<file path="src/rtl/uart_cmd_pkg.sv">
// Shared types and constants for the 24-bit UART command initiator.
package uart_cmd_pkg;

  typedef enum logic [1:0] {
    IDLE      = 2'd0,
    SEND      = 2'd1,
    WAIT_TX   = 2'd2,
    WAIT_RESP = 2'd3
  } state_t;

  typedef logic [1:0] byte_idx_t;

  localparam logic [7:0] ACK_BYTE  = 8'hA5;
  localparam logic [7:0] NAK_BYTE  = 8'hEE;
  localparam int         CMD_BYTES = 3;
  localparam byte_idx_t  LAST_IDX  = byte_idx_t'(CMD_BYTES - 1);

endpackage

</file>
<file path="src/rtl/uart_cmd_sender_resp_timer.sv">
// Saturating up-counter with clear, enable and terminal-count flag; bounds the
// wait for a response byte.
module resp_timer
  import uart_cmd_pkg::*;
#(
  parameter int WIDTH    = 20,
  parameter int TC_VALUE = 999_999
) (
  input  logic clk,
  input  logic rst,
  input  logic i_clr,
  input  logic i_en,
  output logic o_tc
);

  localparam logic [WIDTH-1:0] TC = WIDTH'(TC_VALUE);

  logic [WIDTH-1:0] r_count;

  // Holds at the terminal value instead of wrapping.
  always_ff @(posedge clk) begin
    if (rst) begin
      r_count <= '0;
    end else if (i_clr) begin
      r_count <= '0;
    end else if (i_en && (r_count != TC)) begin
      r_count <= r_count + 1'b1;
    end
  end

  assign o_tc = (r_count == TC);

endmodule

</file>
<file path="src/rtl/uart_cmd_sender.sv">
// Sends a 24-bit command as three bytes (MSB first) over a UART byte handshake,
// then captures one response byte or flags a timeout.
//
// state     | meaning
// IDLE      | waiting for send_cmd; last result held on resp/resp_rdy/timeout
// SEND      | trmt high for one cycle with the current byte on tx_data
// WAIT_TX   | waiting for tx_done (first cycle ignored, clear may lag)
// WAIT_RESP | waiting for rdy, bounded by the response timer
module uart_cmd_sender
  import uart_cmd_pkg::*;
#(
  parameter int TIMEOUT_CYCLES = 1_000_000
) (
  input  logic        clk,
  input  logic        rst,
  input  logic [23:0] cmd,
  input  logic        send_cmd,
  output logic        busy,
  output logic        trmt,
  output logic [7:0]  tx_data,
  input  logic        tx_done,
  input  logic        rdy,
  input  logic [7:0]  rx_data,
  output logic        clr_rdy,
  output logic        resp_rdy,
  output logic [7:0]  resp,
  output logic        resp_ack,
  output logic        timeout
);

  localparam int CNT_W = (TIMEOUT_CYCLES > 2) ? $clog2(TIMEOUT_CYCLES) : 1;

  state_t    r_state, w_state_nxt;
  logic [23:0] r_cmd, w_cmd_nxt;
  byte_idx_t r_idx, w_idx_nxt;
  logic      r_tx_skip, w_tx_skip_nxt;

  logic       r_busy, w_busy_nxt;
  logic       r_trmt, w_trmt_nxt;
  logic [7:0] r_tx_data, w_tx_data_nxt;
  logic       r_clr_rdy, w_clr_rdy_nxt;
  logic       r_resp_rdy, w_resp_rdy_nxt;
  logic [7:0] r_resp, w_resp_nxt;
  logic       r_resp_ack, w_resp_ack_nxt;
  logic       r_timeout, w_timeout_nxt;

  logic w_tx_accept;
  logic w_timer_clr;
  logic w_timer_en;
  logic w_timer_tc;

  assign w_tx_accept = (r_state == WAIT_TX) && !r_tx_skip && tx_done;
  assign w_timer_en  = (r_state == WAIT_RESP);

  resp_timer #(
    .WIDTH    (CNT_W),
    .TC_VALUE (TIMEOUT_CYCLES - 1)
  ) u_resp_timer (
    .clk   (clk),
    .rst   (rst),
    .i_clr (w_timer_clr),
    .i_en  (w_timer_en),
    .o_tc  (w_timer_tc)
  );

  always_ff @(posedge clk) begin
    if (rst) begin
      r_state    <= IDLE;
      r_cmd      <= '0;
      r_idx      <= '0;
      r_tx_skip  <= 1'b0;
      r_busy     <= 1'b0;
      r_trmt     <= 1'b0;
      r_tx_data  <= 8'h00;
      r_clr_rdy  <= 1'b0;
      r_resp_rdy <= 1'b0;
      r_resp     <= 8'h00;
      r_resp_ack <= 1'b0;
      r_timeout  <= 1'b0;
    end else begin
      r_state    <= w_state_nxt;
      r_cmd      <= w_cmd_nxt;
      r_idx      <= w_idx_nxt;
      r_tx_skip  <= w_tx_skip_nxt;
      r_busy     <= w_busy_nxt;
      r_trmt     <= w_trmt_nxt;
      r_tx_data  <= w_tx_data_nxt;
      r_clr_rdy  <= w_clr_rdy_nxt;
      r_resp_rdy <= w_resp_rdy_nxt;
      r_resp     <= w_resp_nxt;
      r_resp_ack <= w_resp_ack_nxt;
      r_timeout  <= w_timeout_nxt;
    end
  end

  always_comb begin
    w_state_nxt = r_state;
    case (r_state)
      IDLE:      if (send_cmd) w_state_nxt = SEND;
      SEND:      w_state_nxt = WAIT_TX;
      WAIT_TX:   if (w_tx_accept) w_state_nxt = (r_idx == LAST_IDX) ? WAIT_RESP : SEND;
      WAIT_RESP: if (rdy || w_timer_tc) w_state_nxt = IDLE;
      default:   w_state_nxt = IDLE;
    endcase
  end

  // Outputs are registered, so this computes their values for the next cycle.
  always_comb begin
    w_cmd_nxt      = r_cmd;
    w_idx_nxt      = r_idx;
    w_tx_skip_nxt  = (r_state == SEND);
    w_clr_rdy_nxt  = 1'b0;
    w_resp_rdy_nxt = r_resp_rdy;
    w_resp_nxt     = r_resp;
    w_resp_ack_nxt = r_resp_ack;
    w_timeout_nxt  = r_timeout;
    w_timer_clr    = 1'b0;
    case (r_state)
      IDLE: begin
        if (send_cmd) begin
          w_cmd_nxt      = cmd;
          w_idx_nxt      = '0;
          w_clr_rdy_nxt  = 1'b1;
          w_resp_rdy_nxt = 1'b0;
          w_resp_ack_nxt = 1'b0;
          w_timeout_nxt  = 1'b0;
        end
      end
      WAIT_TX: begin
        if (w_tx_accept) begin
          if (r_idx == LAST_IDX) w_timer_clr = 1'b1;
          else                   w_idx_nxt   = r_idx + 2'd1;
        end
      end
      WAIT_RESP: begin
        // A byte on the terminal-count cycle still counts as a response.
        if (rdy) begin
          w_resp_nxt     = rx_data;
          w_resp_rdy_nxt = 1'b1;
          w_resp_ack_nxt = (rx_data == ACK_BYTE);
          w_clr_rdy_nxt  = 1'b1;
        end else if (w_timer_tc) begin
          w_timeout_nxt = 1'b1;
        end
      end
      default: ;
    endcase
    w_busy_nxt = (w_state_nxt != IDLE);
    w_trmt_nxt = (w_state_nxt == SEND);
  end

  always_comb begin
    w_tx_data_nxt = r_tx_data;
    if (w_state_nxt == SEND) begin
      case (w_idx_nxt)
        2'd0:    w_tx_data_nxt = w_cmd_nxt[23:16];
        2'd1:    w_tx_data_nxt = w_cmd_nxt[15:8];
        default: w_tx_data_nxt = w_cmd_nxt[7:0];
      endcase
    end
  end

  assign busy     = r_busy;
  assign trmt     = r_trmt;
  assign tx_data  = r_tx_data;
  assign clr_rdy  = r_clr_rdy;
  assign resp_rdy = r_resp_rdy;
  assign resp     = r_resp;
  assign resp_ack = r_resp_ack;
  assign timeout  = r_timeout;

endmodule

</file>
<file path="config.mk">
export PLATFORM = sky130hd
export DESIGN_NAME = uart_cmd_sender
export DESIGN_NICKNAME = d
export VERILOG_FILES = /design/src/rtl/uart_cmd_pkg.sv /design/src/rtl/uart_cmd_sender_resp_timer.sv /design/src/rtl/uart_cmd_sender.sv
export SDC_FILE = /design/constraint.sdc
export NUM_CORES = 1
export LEC_CHECK = 0
export BUFFER_PORTS_ARGS = -buffer_cell sky130_fd_sc_hd__buf_2
export CAP_MARGIN = 10
export CORE_AREA = 2 2 84 86
export CTS_CLUSTER_DIAMETER = 50
export DETAILED_ROUTE_END_ITERATION = 8
export DIE_AREA = 0 0 86 88
export GPL_ROUTABILITY_DRIVEN = 0
export PLACE_DENSITY_LB_ADDON = 0.08
export SLEW_MARGIN = 20
export SYNTH_ARGS = -nofsm -noshare
export SYNTH_HDL_FRONTEND = slang
export SYNTH_SLANG_ARGS = --single-unit
</file>
<file path="constraint.sdc">
create_clock -name clk -period 2.04 [get_ports clk]
set_clock_uncertainty 0.05 [all_clocks]
set_input_delay 0.408 -clock clk [delete_from_list [all_inputs] [get_ports clk]]
set_output_delay 0.408 -clock clk [all_outputs]
set_load 0.02 [all_outputs]
</file>
======== After elaboration in Yosys (flattened, before gate mapping) ========
Index checks and enable logic that the tools add are counted.
word-level totals
  output and inout bits ................... 22
  logic and storage cells ................. 67
  register bits ........................... 71
operators by class
  add/sub/neg operators ................... 2
  eq/ne operators ......................... 13
  reductions and logical operators ........ 13
  muxes and demuxes ....................... 26
operators by type and width
  cell                   count
  $mux 24                2
  $add 20x1->20 const B  1
  $eq 20x20->1 const B   1
  $ne 20x20->1 const B   1
  $pmux 8 s2             1
  $mux 2                 7
  $mux 1                 10
  $eq 8x8->1 const B     1
  $ne 2x2->1 const B     4
  $pmux 1 s2             4
  $pmux 2 s4             1
  $eq 2x1->1 const B     3
  $eq 2x2->1 const B     3
  $logic_not 2->1        2
  $pmux 2 s2             1
  $reduce_and 4->1       1
  $reduce_bool 2->1      2
  $logic_and 1x1->1      3
  $reduce_and 3->1       1
  $add 2x1->2 const B    1
  $reduce_and 2->1       1
  $reduce_or 2->1        1
  $logic_not 1->1        1
  $logic_or 1x1->1       1

======== Depth between registers and ports, before layout ========
  word-level depth ........................ 7
  depth in mapped cells ................... 9
  depth with buffers taken out ............ 7

======== Hierarchy ========
Synthesis repeated with hierarchy kept, for this count alone.
second synthesis, totals
  cells, all modules ...................... 358
  area total of the unflattened synthesis .. 3,254.4 µm²
by module, submodules not included
  module           cells an instance  area an instance (µm²)  instances
  uart_cmd_sender  244                2,255.9                 1
  resp_timer       114                998.5                   1

======== Least setup slack after synthesis ========
OpenSTA, ideal clock, no wires.
  path kind ............................... reg-to-reg
  start point ............................. reg r_state[0]
  end point ............................... reg r_tx_data[5] (netlist: tx_data[5])
  stages on the path, launching flop included .. 10
  arrival time ............................ 1.940 ns
  setup time .............................. 0.133 ns
  path slack .............................. -0.083 ns
  data required time ...................... 1.857 ns
  cell sequence ........................... dfxtp_1 inv_1 ha_1 buf_6 nand2_1 buf_2 mux2i_1 nor3_1 o31ai_1 mux2i_1
between the ends
  longest elaborated chain between the ends .. 7
  elaborated cells on any way between the ends .. 17
  classes of those cells .................. 5 x eq/ne; 8 x mux; 4 x reduce/logical
RTL lines
  what                                           RTL line                                                              RTL
  start: declaration                             uart_cmd_sender.sv:33                                                 state_t r_state, w_state_nxt;
  start signal: assignment                       uart_cmd_sender.sv:81                                                 r_state <= w_state_nxt;
  $eq 2x2->1                                     uart_cmd_sender.sv:52, uart_cmd_sender.sv:98, uart_cmd_sender.sv:118
  $logic_and 1x1->1 (2 in a row)                 uart_cmd_sender.sv:52                                                 assign w_tx_accept = (r_state == WAIT_TX) && !r_tx_skip && tx_done;
  $mux 2                                         uart_cmd_sender.sv:130                                                if (w_tx_accept) begin
  $pmux 2 s2                                     uart_cmd_sender.sv:118                                                case (r_state)
  $eq 2x1->1 or $logic_not 2->1 (tied branches)  uart_cmd_sender.sv:155                                                case (w_idx_nxt)
  $pmux 8 s2                                     uart_cmd_sender.sv:155
  end signal: assignment                         uart_cmd_sender.sv:87                                                 r_tx_data <= w_tx_data_nxt;
  end: declaration                               uart_cmd_sender.sv:40                                                 logic [7:0] r_tx_data, w_tx_data_nxt;
Parallel ways exist; a longest one is shown, timed or not.
A chain may end at the register's enable or synchronous reset.

======== Final worst setup path ========
  start point ............................. reg r_state[1]
  end point ............................... reg r_tx_data[0] (netlist: tx_data[0])
The elaborated chain is that of the path after synthesis.

==> flow_summary.ini <==
[sta]
hold_viol = 0
holdWs_ns = 0.242
setup_viol = 0
slew_viol_final = 0
setup_tns_ns = 0
slew_headroom = 0.685
max_freq_mhz = 503
finalCritPeriodShare = 0.975
grt_setup_unrepaired = yes
min_period_ns = 1.99
worst_slew_pin_slew_ns = 0.473

[critical_path]
crit_chain = inv_1 -> ha_2 -> mux2_4 -> a21oi_1 -> buf_4 -> nor4_2 -> o31ai_1 -> mux2i_1
cp.arrival_ns = 2.17
endpoint_kind = flip-flop
crit_type = reg2reg
required_ns = 2.23
crit_path_max_fanout = 8
start_kind = flip-flop
max_stage_delay_ns = 0.38
r2r_slack_ns = 0.05
cpMaxStageDelayCell = dfxtp_1

[power]
p_leak_nw = 1.82
power_density_mw_per_mm2 = 1130
switching_share = 0.352
seqPwrFrac = 0.363
p_switching_mw = 1.63
power_mw = 4.63
p_comb_frac = 0.393
irDropWorstVdd_mv = 0.669
pwr-share-clk = 0.244
p_int_mw = 3.00

[floorplanning]
dieArea_mm2 = 0.00757
rows = 30
io_pins = 59
initial_core_util = 0.487
die_h_um = 88
die_w_um = 86
core_area_mm2 = 0.00664

[global_route]
grt_max_degree = 46
grt_pass1_vias = 2691
globalRouteTotalUtil = 0.209
antenna_found_initial = 0
grt_overflow = 0
grt_pass1_wl_um = 12200

[route]
drt-initial-drc-count = 75
totalWireLength_um = 7580
wl_per_cell_um = 14.3
vias = 2831
drtAntennaViolNets = 0
drt_pre_antenna_iters = 4
drc = 0
vias_per_cell = 5.33

[run_status]
status = finished, final reports clean

[clocking]
post_cts_buffers = 0
tritoncts = yes
clock_latency_ns = 0.36
clockRootBuffer = clkbuf_8
cts_num_sinks = 71
htreeDepth = 3
clkTransAtPathRegs_ns = 0.08
cts_buffers = 9
ctsHoldBuffers = 0
cts_buffer_depth = 2

[placed_design]
dp_cells = 515
hpwlAfterDp_um = 5430
port_buffers = 58
placed_area_mm2 = 0.00383

[yosys]
syn_nets = 403
yosysSeqAreaShare = 0.439
synth_area_mm2 = 0.00324
synth_cells = 359
ys_ff_latch = 71
synth_warnings = 0
synth_cell_type_count = 50
syn-mean-instance-area_um2 = 9.01

[job]
maxCapViolations = 0

[finish]
fin_area_mm2 = 0.00408
syn_to_final_growth_pct = 26.2
fin_nets = 490
layout.cells.non_filler = 531
final_layout_size_suffix_gt1_frac = 0.299
n_antenna_cell = 0

[hold_path]
hold_path.class = in2reg
## cells in the mapped netlist (all sizes together)
cell type	instances	area [µm²]
xor2	11	96.3
clkbuf	8	30.0
dlygate4sd3	1	10.0
a31oi	1	6.26
nand4	4	31.3
and2	1	6.26
buf	7	47.5
nand4b	2	17.5
and3	4	27.5
nor2	56	210
mux2	2	22.5
o221ai	2	35.0
nor4bb	2	20.0
nor3b	1	7.51
mux2i	33	330
ha	7	87.6
inv	11	41.3
xnor2	1	8.76
o2111a	1	12.5
and4	3	27.5
nor2b	2	12.5
o211ai	3	22.5
and4bb	2	25.0
nor4	9	62.6
a21oi	22	110
a31o	1	8.76
o311ai	1	8.76
dfxtp	71	1420
nor3	14	70.1
or4	1	7.51
o221a	2	22.5
a211oi	2	20.0
o2111ai	5	43.8
o21a	1	7.51
or3	5	31.3
or4b	1	10.0
a22oi	1	7.51
o21ai	9	45.0
o31ai	8	60.1
nand3	3	20.0
nand2	38	143
## placed cells by master (no fill, tap or decap), types with 9 or more instances in the layout
cell type   n
nor3_1     13
xor2_1     11
nand2_1    37
mux2i_1    31
buf_4      31
a21oi_1    22
buf_2      58
clkbuf_8    9
dfxtp_1    71
nor2_1     55
inv_1      11
## timing repair
item,in CTS,in global routing
pin swaps,1,2
setup endpoints to repair,1,8
gates resized for setup,0,12
gates cloned,0,0
## layout make-up
type | instances | area (µm²)
Fill cell | 592 | 2560
Sequential cell | 71 | 1420
Inverter | 11 | 41.3
Multi-Input combinational cell | 261 | 1750
Clock inverter | 7 | 72.6
Clock buffer | 9 | 124
Tap cell | 80 | 100
Timing Repair Buffer | 92 | 574
## cell families (layout without fill, tap and decap cells)
kind of cell    count (synthesis)  in the layout  synth area share
simple gates                  148            148             0.225
mux                            35             35             0.109
buf+inv                        27            119            0.0398
xor+xnor                       12             12            0.0325
flops                          71             71             0.439
compound gates                 59             59             0.127
fa+ha+maj                       7              7            0.0271
## power by group through the flow
stage	registers, mW	clock network, mW	logic (mW)
floorplan	1.82	0	1.06
global placement	1.71	0	1.75
detailed placement	1.71	0	1.76
CTS	1.68	1.16	1.78
global route	1.70	1.22	1.98
finish	1.68	1.13	1.82
## worst max-delay path, delay by kind of cell (launching register included)
kind / cells / cell delay, ns
AND/OR/NAND/NOR: 1 / 0.06
multiplexers: 2 / 0.44
buffers and inverters: 2 / 0.27
flip-flops: 1 / 0.38
AO/OA/AOI/OAI: 2 / 0.47
adder cells (fa/ha/maj): 1 / 0.20
## stage by stage
step / util / setup WS [ns]
2_1_floorplan: - / 0.00600
3_3_place_gp: 0.576 / 0.0648
3_5_place_dp: 0.576 / -0.00293
4_1_cts: 0.606 / 0.0277
5_1_grt: 0.615 / -0.0407
6_report: 0.615 / 0.0511
## state kept, by name, summed over array words and instances, names as in the netlist, 2 cells and up
register,count
tx_data,8
resp,8
r_idx,2
u_resp_timer.r_count,20
r_cmd,24
r_state,2
## metal layers
layer	up-vias	track usage	wire, µm	part of all wire
met1	1315	0.237	3260	0.43
met4	0	0.102	192	0.025
li1	1449	-	-	-
met5	-	0	0	0
met3	15	0.0509	255	0.034
met2	52	0.367	3880	0.51
## worst paths after layout
| kind | cells after the start | startpoint | endpoint |
|---|---|---|---|
| max | 8 | r_state[1] | tx_data[0] |
| min | 3 | rx_data[4] | resp[4] |
| max reg2reg | 8 | r_state[1] | tx_data[0] |
| min reg2reg | 2 | resp[4] | resp[4] |
Note: power is estimated with default switching activity, not from simulation.
